===== src/rtl/proc_pkg.sv =====
// Shared types for processor_param: opcode and state encodings plus field-offset helpers.
// No logic, no latency, no backpressure.
// Offsets are functions because the package cannot see the instantiating module's DW/RW.
package proc_pkg;

    localparam int PROC_DW = 9;
    localparam int PROC_RW = 3;

    typedef enum logic [2:0] {
        MV   = 3'b000,
        MVI  = 3'b001,
        ADD  = 3'b010,
        SUB  = 3'b011,
        AND  = 3'b100,
        XOR  = 3'b101,
        MVNZ = 3'b110,
        RSVD = 3'b111
    } opcode_t;

    typedef enum logic [1:0] {
        T0 = 2'd0,
        T1 = 2'd1,
        T2 = 2'd2,
        T3 = 2'd3
    } state_t;

    function automatic int op_lsb(input int dw);
        return dw - 3;
    endfunction

    function automatic int x_lsb(input int dw, input int rw);
        return dw - 3 - rw;
    endfunction

    function automatic int y_lsb(input int dw, input int rw);
        return dw - 3 - 2 * rw;
    endfunction

    function automatic logic is_alu(input opcode_t op);
        return (op == ADD) || (op == SUB) || (op == AND) || (op == XOR);
    endfunction

endpackage


===== src/rtl/proc_alu.sv =====
// Combinational ALU: add/sub/and/xor of a and b, modulo 2**DW, with zero indication.
// Latency: zero cycles (pure combinational).
// Backpressure: none; result is valid whenever inputs are.
module proc_alu
    import proc_pkg::*;
#(
    parameter int DW = 9
) (
    input  logic [2:0]    op,
    input  logic [DW-1:0] a,
    input  logic [DW-1:0] b,
    output logic [DW-1:0] result,
    output logic          zero
);

    always_comb begin
        result = '0;
        case (opcode_t'(op))
            ADD:     result = a + b;
            SUB:     result = a - b;
            AND:     result = a & b;
            XOR:     result = a ^ b;
            default: result = '0;
        endcase
    end

    assign zero = (result == '0);

endmodule


===== src/rtl/processor_param.sv =====
// Multi-cycle accumulator processor (register file, shared bus, ALU); opcode 110 is mvnz when PROC_MVNZ_EN is defined.
// Latency: fetch + 1 cycle for mv/mvi/mvnz/reserved, fetch + 3 cycles for ALU ops; Done marks the final cycle.
// Backpressure: Run is only sampled in T0; there is no stall once an instruction is fetched.
module processor_param
    import proc_pkg::*;
#(
    parameter int DW = PROC_DW,
    parameter int RW = PROC_RW
) (
    input  logic          clock,
    input  logic          aResetn,
    input  logic          Run,
    input  logic [DW-1:0] DIN,
    output logic          Done,
    output logic [DW-1:0] BusWires
);

    localparam int NREG   = 2 ** RW;
    localparam int OP_LSB = op_lsb(DW);
    localparam int X_LSB  = x_lsb(DW, RW);
    localparam int Y_LSB  = y_lsb(DW, RW);

    state_t        state;
    logic [DW-1:0] ir;
    logic [DW-1:0] a_reg;
    logic [DW-1:0] g_reg;
    logic          z_flag;
    logic [DW-1:0] regs [NREG];

    opcode_t       op;
    logic [RW-1:0] rx;
    logic [RW-1:0] ry;

    logic          rx_wr;
    logic          a_ld;
    logic          g_ld;
    logic [DW-1:0] alu_res;
    logic          alu_zero;

    assign op = opcode_t'(ir[OP_LSB +: 3]);
    assign rx = ir[X_LSB +: RW];
    assign ry = ir[Y_LSB +: RW];

    proc_alu #(.DW(DW)) u_alu (
        .op     (ir[OP_LSB +: 3]),
        .a      (a_reg),
        .b      (BusWires),
        .result (alu_res),
        .zero   (alu_zero)
    );

    // Bus source and load strobes decoded from the current step of the instruction.
    always_comb begin
        BusWires = '0;
        Done     = 1'b0;
        rx_wr    = 1'b0;
        a_ld     = 1'b0;
        g_ld     = 1'b0;
        case (state)
            T0: ;
            T1: begin
                case (op)
                    MV: begin
                        BusWires = regs[ry];
                        rx_wr    = 1'b1;
                        Done     = 1'b1;
                    end
                    MVI: begin
                        BusWires = DIN;
                        rx_wr    = 1'b1;
                        Done     = 1'b1;
                    end
                    ADD, SUB, AND, XOR: begin
                        BusWires = regs[rx];
                        a_ld     = 1'b1;
                    end
`ifdef PROC_MVNZ_EN
                    MVNZ: begin
                        BusWires = regs[ry];
                        rx_wr    = ~z_flag;
                        Done     = 1'b1;
                    end
`endif
                    default: Done = 1'b1;
                endcase
            end
            T2: begin
                BusWires = regs[ry];
                g_ld     = 1'b1;
            end
            T3: begin
                BusWires = g_reg;
                rx_wr    = 1'b1;
                Done     = 1'b1;
            end
            default: ;
        endcase
    end

`ifndef PROC_MVNZ_EN
    // Z is kept up to date even though nothing reads it in this build.
    logic z_unused;
    assign z_unused = z_flag;
`endif

    always_ff @(posedge clock or negedge aResetn) begin
        if (!aResetn) begin
            state  <= T0;
            ir     <= '0;
            a_reg  <= '0;
            g_reg  <= '0;
            z_flag <= 1'b0;
            for (int i = 0; i < NREG; i++) begin
                regs[i] <= '0;
            end
        end else begin
            if (a_ld) a_reg <= BusWires;
            if (g_ld) begin
                g_reg  <= alu_res;
                z_flag <= alu_zero;
            end
            if (rx_wr) regs[rx] <= BusWires;
            case (state)
                T0: begin
                    if (Run) begin
                        ir    <= DIN;
                        state <= T1;
                    end
                end
                T1:      state <= is_alu(op) ? T2 : T0;
                T2:      state <= T3;
                T3:      state <= T0;
                default: state <= T0;
            endcase
        end
    end

endmodule


===== config.mk =====
export PLATFORM = sky130hd
export DESIGN_NAME = processor_param
export DESIGN_NICKNAME = d
export VERILOG_FILES = /design/src/rtl/proc_pkg.sv /design/src/rtl/proc_alu.sv /design/src/rtl/processor_param.sv
export SDC_FILE = /design/constraint.sdc
export NUM_CORES = 1
export LEC_CHECK = 0
export BUFFER_PORTS_ARGS = -buffer_cell sky130_fd_sc_hd__buf_2
export CAP_MARGIN = 20
export CELL_PAD_IN_SITES_DETAIL_PLACEMENT = 0
export CELL_PAD_IN_SITES_GLOBAL_PLACEMENT = 1
export CORE_MARGIN = 8
export CORE_UTILIZATION = 47
export DETAILED_ROUTE_END_ITERATION = 16
export PLACE_DENSITY_LB_ADDON = 0.15
export SETUP_SLACK_MARGIN = 0.2
export SLEW_MARGIN = 20
export SYNTH_ARGS = -nofsm -noshare
export SYNTH_HDL_FRONTEND = slang
export SYNTH_SLANG_ARGS = --single-unit

===== constraint.sdc =====
create_clock -name clock -period 7.71 [get_ports clock]
set_clock_uncertainty 0.2 [all_clocks]
set_input_delay 1.9275 -clock clock [delete_from_list [all_inputs] [get_ports clock]]
set_output_delay 1.9275 -clock clock [all_outputs]
set_load 0.02 [all_outputs]

==> results of run 1 <==
layout make-up:
class	count	area, um2	area share [%]
clock inverters	4	120	1.82
multi-input cells	428	3240	49.2
repair buffers	31	183	2.77
clock buffers	11	243	3.68
inverters	16	62.6	0.949
flip-flops and latches	101	2530	38.3
well taps	172	215	3.26
cell families after synthesis:
kind of cell    after synthesis
flops                       101
compound gates              135
mux                          94
simple gates                168
fa+ha+maj                    18
buf+inv                      59
xor+xnor                     13
critical path, cell delays in order (launching register included):
cell      delay (ps)
dfrtp_1          540
nand2b_1         630
o21ai_1          520
nand4_1          260
a21oi_1          230
a211o_1          480
buf_2            270
stage by stage:
stage	instances	worst slack (ps)	utilization, %
3_3_place_gp	748	2280	49.6
3_5_place_dp	748	2160	49.6
2_1_floorplan	588	2480	-
4_1_cts	763	2300	52.4
5_1_grt	763	1930	52.4
6_report	763	2280	52.4
layer usage:
metal	part of all wire (%)	routed length [um]	vias up
met5	0	0	-
met1	46	7620	2268
met3	3.7	612	30
met4	2.5	403	0
li1	-	-	2116
met2	47	7760	94
cells in the mapped netlist, types with 3 or more instances:
master	n
dfrtp_1	101
nand2_1	84
o21ai_0	63
mux2_2	40
nor2_1	32
clkbuf_1	31
mux2i_1	30
mux4_2	22
ha_1	17
a21oi_1	16
nor2b_1	12
inv_1	10
xnor2_1	9
buf_2	8
nand2b_1	7
nand3_1	7
o21ai_1	7
a21o_1	6
a31oi_1	6
a22oi_1	5
nor3_1	5
a211oi_1	4
buf_1	4
inv_2	4
xor2_1	4
nand4_1	3
nor4_1	3
o21a_1	3
o32a_1	3
or3_1	3
worst paths after layout:
| path | from | endpoint | slack [ps] |
|---|---|---|---|
| min reg2reg | regs[3] | regs[3] | 300 |
| min | regs[3] | regs[3] | 300 |
| max in group asynchronous | aResetn | regs[17] | 4750 |
| max | state[0] | BusWires[4] | 2280 |
| max reg2reg | ir[3] | g_reg[7] | 2450 |
| min in group asynchronous | aResetn | a_reg[0] | 1390 |
==> results.json, run 1 <==
{
  "outcome": "finished clean",
  "die_h_um": 129,
  "ys_seq_elements": 101,
  "holdWs_ps": 305,
  "max_freq_ghz": 0.184,
  "syn_inst": 588,
  "antenna_found_initial": 0,
  "drt-pass1-iter-count": 5,
  "fillers": 1162,
  "clk_pin_slew_worst_paths_ps": 70,
  "postCtsResizedCells": 0,
  "synth_edf_count": 0,
  "cts_tree": "done",
  "cp-end-kind": "primary output",
  "postCtsSetupRepairBufs": 0,
  "fin_nets": 617,
  "routed-via-count": 4508,
  "core_um2": 12600,
  "drv_cap": 0,
  "start_util_pct": 47.8,
  "arrival_ps": 3300,
  "grt_pass1_wl_um": 26300,
  "largest_reg_flops": 72,
  "drive_above_1_share_pct": 20.0,
  "synth_compound_area_share_pct": 14.1,
  "dieArea_um2": 16600,
  "num_antenna_cells": 0,
  "clock_path_buffers": 2,
  "grt_pass1_vias": 4474,
  "gp_congestion": 0.836,
  "rsz0062_at_grt": "false",
  "htreeDepth": 3,
  "crit_fanout": 22,
  "rows": 41,
  "ys_warn_count": 0,
  "synth_top_area_share_pct": 42.1,
  "worstSetupPathType": "reg2out",
  "synth_cell_types": 58,
  "yosys.area_share.xor_xnor_pct": 1.90,
  "synth.yosys.seq_area_share_pct": 42.1,
  "final_common_cell": "dfrtp_1",
  "cts-root-buf": "clkbuf_16",
  "syn_area_per_cell_um2": 10.2,
  "slew_headroom_pct": 35.0,
  "synth_nets": 618,
  "wl_per_cell_um": 21.5,
  "io_buffers": 21,
  "gr-total-overflow": 0,
  "synth_top_cell_by_area": "dfrtp_1",
  "min_period_ps": 5430,
  "synth_top_flop_cell": "dfrtp_1",
  "grt_max_degree": 58,
  "dp_hpwl_um": 11400,
  "grtUsageTotal_pct": 21.0,
  "setup_viol": 0,
  "stdcell_area_um2": 6590,
  "met3_usage_pct": 2.85,
  "viasPerCell": 5.91,
  "drtIter0Drc": 351,
  "start_kind": "register",
  "synthTopCellsByArea": "dfrtp_1, mux4_2, mux2_2",
  "die_x_um": 129,
  "yosys.area_share.simple_pct": 12.7,
  "syn_to_final_growth_pct": 9.82,
  "syn-cell-area_um2": 6000,
  "max_slew.worst_pin.slew_ps": 974,
  "final_cell_mix": "dfrtp_1, nand2_1, o21ai_0",
  "finalCritPeriodShare_pct": 70.4,
  "top_usage_layer": "met2",
  "slew_violations": 0,
  "cts_sinks": 101,
  "largest-register": "regs",
  "globalRouteMet1Util_pct": 28.2,
  "min_path_cells": 2,
  "use_met2_pct": 33.2,
  "insertion_delay_ps": 350,
  "hold_buffers": 0,
  "remaining_drc_errors": 0,
  "place_area_um2": 6230,
  "cts_buffers": 9,
  "io_pins": 22,
  "setup_tns_ps": 0,
  "synthMuxAreaShare_pct": 21.4,
  "synth-adder-area-share_pct": 3.88,
  "reg2regPathDepth": 19,
  "hold_path.class": "reg2reg",
  "synth_top_family_by_area": "multiplexers",
  "ant_nets": 0,
  "async_flop_share_pct": 100,
  "cp.required_ps": 5580,
  "wl_um": 16400,
  "finalHoldViolations": 0
}
Power of run 1 is not shown: default switching activity piles up to over one toggle a cycle in this logic, so the estimate is an artifact.
==> run 2, diff against run 1 <==
--- a/config.mk
+++ b/config.mk
@@ -10,7 +10,7 @@
 export CELL_PAD_IN_SITES_DETAIL_PLACEMENT = 0
 export CELL_PAD_IN_SITES_GLOBAL_PLACEMENT = 1
 export CORE_MARGIN = 8
-export CORE_UTILIZATION = 47
+export CORE_UTILIZATION = 45
 export DETAILED_ROUTE_END_ITERATION = 16
 export PLACE_DENSITY_LB_ADDON = 0.15
 export SETUP_SLACK_MARGIN = 0.2
==> constraint.sdc (replaced) <==
create_clock -name clock -period 4.4 [get_ports clock]
set_clock_uncertainty 0.2 [all_clocks]
set_input_delay 1.1 -clock clock [delete_from_list [all_inputs] [get_ports clock]]
set_output_delay 1.1 -clock clock [all_outputs]
set_load 0.02 [all_outputs]
==> run 2 against run 1 <==
Critical path type is now reg2reg. Sequential share of layout area down 2.5 points. Final cell count rose by 7.1%. Via count increased by 4.7%. Critical endpoint is now g_reg[7]. Global-route usage shrank 0.81 points. First-iteration DRC count decreased by 9.1%. Routed wire length increased by 5.7%.
==> results.json, run 2 (synthesis gave the netlist of run 1 again) <==
{
  "largest-register": "regs",
  "io_buffers": 21,
  "clock_path_buffers": 2,
  "slew_headroom_pct": 46.2,
  "min_period_ps": 4160,
  "crit_fanout": 6,
  "fin_nets": 667,
  "grt_pass1_wl_um": 27100,
  "syn_to_final_growth_pct": 17.9,
  "ant_nets": 0,
  "io_pins": 22,
  "die_x_um": 131,
  "die_h_um": 131,
  "cts_sinks": 101,
  "worstSetupPathType": "reg2reg",
  "antenna_found_initial": 0,
  "drtIter0Drc": 319,
  "setup_slack_ps": 236,
  "rsz0062_at_grt": "true",
  "drive_above_1_share_pct": 30.9,
  "htreeDepth": 3,
  "dieArea_um2": 17300,
  "pre_cts_slack_ps": 85.3,
  "gp_congestion": 0.824,
  "grt_pass1_vias": 4599,
  "wl_um": 17300,
  "drv_cap": 0,
  "hold_path.class": "reg2reg",
  "num_antenna_cells": 0,
  "cp.required_ps": 4440,
  "final_util_pct": 53.9,
  "arrival_ps": 4210,
  "fillers": 1188,
  "finalCritPeriodShare_pct": 94.6,
  "finalHoldViolations": 0,
  "drt-pass1-iter-count": 4,
  "rows": 42,
  "hold_buffers": 0,
  "grtUsageTotal_pct": 20.1,
  "grt_max_degree": 78,
  "dp_hpwl_um": 12300,
  "setup_tns_ps": 0,
  "remaining_drc_errors": 0,
  "clk_pin_slew_worst_paths_ps": 70,
  "cp-end-kind": "register",
  "final_common_cell": "dfrtp_1",
  "core_um2": 13100,
  "final_cell_mix": "dfrtp_1, nand2_1, o21ai_0",
  "wl_per_cell_um": 21.2,
  "cts_buffers": 9,
  "largest_reg_flops": 72,
  "cts-root-buf": "clkbuf_16",
  "setup_viol": 0,
  "max_slew.worst_pin.slew_ps": 805,
  "outcome": "finished clean",
  "start_util_pct": 45.7,
  "viasPerCell": 5.78,
  "gr-total-overflow": 0,
  "start_kind": "register",
  "slew_violations": 0,
  "max_freq_ghz": 0.240,
  "routed-via-count": 4720,
  "cts_tree": "done",
  "insertion_delay_ps": 360
}
-- run 2: changes by cell type in the layout (fill, tap and decap cells not counted), sizes merged --
cell and delta:
buf +49, bufinv -4, clkbuf +2, clkinv +2, clkinvlp +1
-- run 2: path summary, 6_finish.rpt --
check	from	endpoint	slack (ps)	cells past startpoint
worst max-delay path	ir[3]	g_reg[7]	240	19
worst min-delay path	g_reg[3]	g_reg[3]	300	2
worst max register to register	ir[3]	g_reg[7]	240	19
worst min register to register	g_reg[3]	g_reg[3]	300	2
max in group asynchronous	aResetn	regs[67]	2700	2
min in group asynchronous	aResetn	a_reg[0]	580	1
-- run 2: critical path: stages (launching register included) --
cell and delay, ps:
dfrtp_2 490, buf_12 160, nor2_4 80, a221o_1 190, a21oi_2 40, a221o_1 340
a32oi_2 340, ha_4 260, nand2_2 40, o21a_1 140, ha_1 230, nor2b_1 130
o21ai_1 170, a21boi_1 110, o21ai_1 190, a21boi_1 110, o21a_1 200, or3_1 360
a31oi_1 190, o21ai_1 90
-- run 2: per-stage QoR --
step	instances	hold WS, ps	cell area, um2
after floorplan	588	241	6050
after global placement	779	271	6460
after detailed placement	779	272	6460
after CTS	795	296	6780
after global routing	817	316	7080
final	817	297	7080
-- run 2: cell type report --
type / count / area (um2) / area share (%)
multi-input combinational: 428 / 3370 / 47.6
sequential: 101 / 2530 / 35.8
timing repair buffer: 81 / 616 / 8.70
clock buffer: 12 / 256 / 3.62
tap: 176 / 220 / 3.11
inverter: 16 / 62.6 / 0.884
clock inverter: 3 / 21.3 / 0.301
-- run 2: per-layer routing --
metal  up-vias  routed length [um]  global-route usage [%]
met3        31                 754                    3.66
met1      2350                7960                    27.0
met2       125                8110                    31.4
li1       2214                   -                       -
met4         0                 523                    8.55
met5         -                   0                       0
-- run 2: timing repair --
action,CTS,global route
setup endpoints to repair,4,7
pin swaps,0,23
buffers inserted,1,22
resized for setup,9,35
Power of run 2 is left out for the same reason.
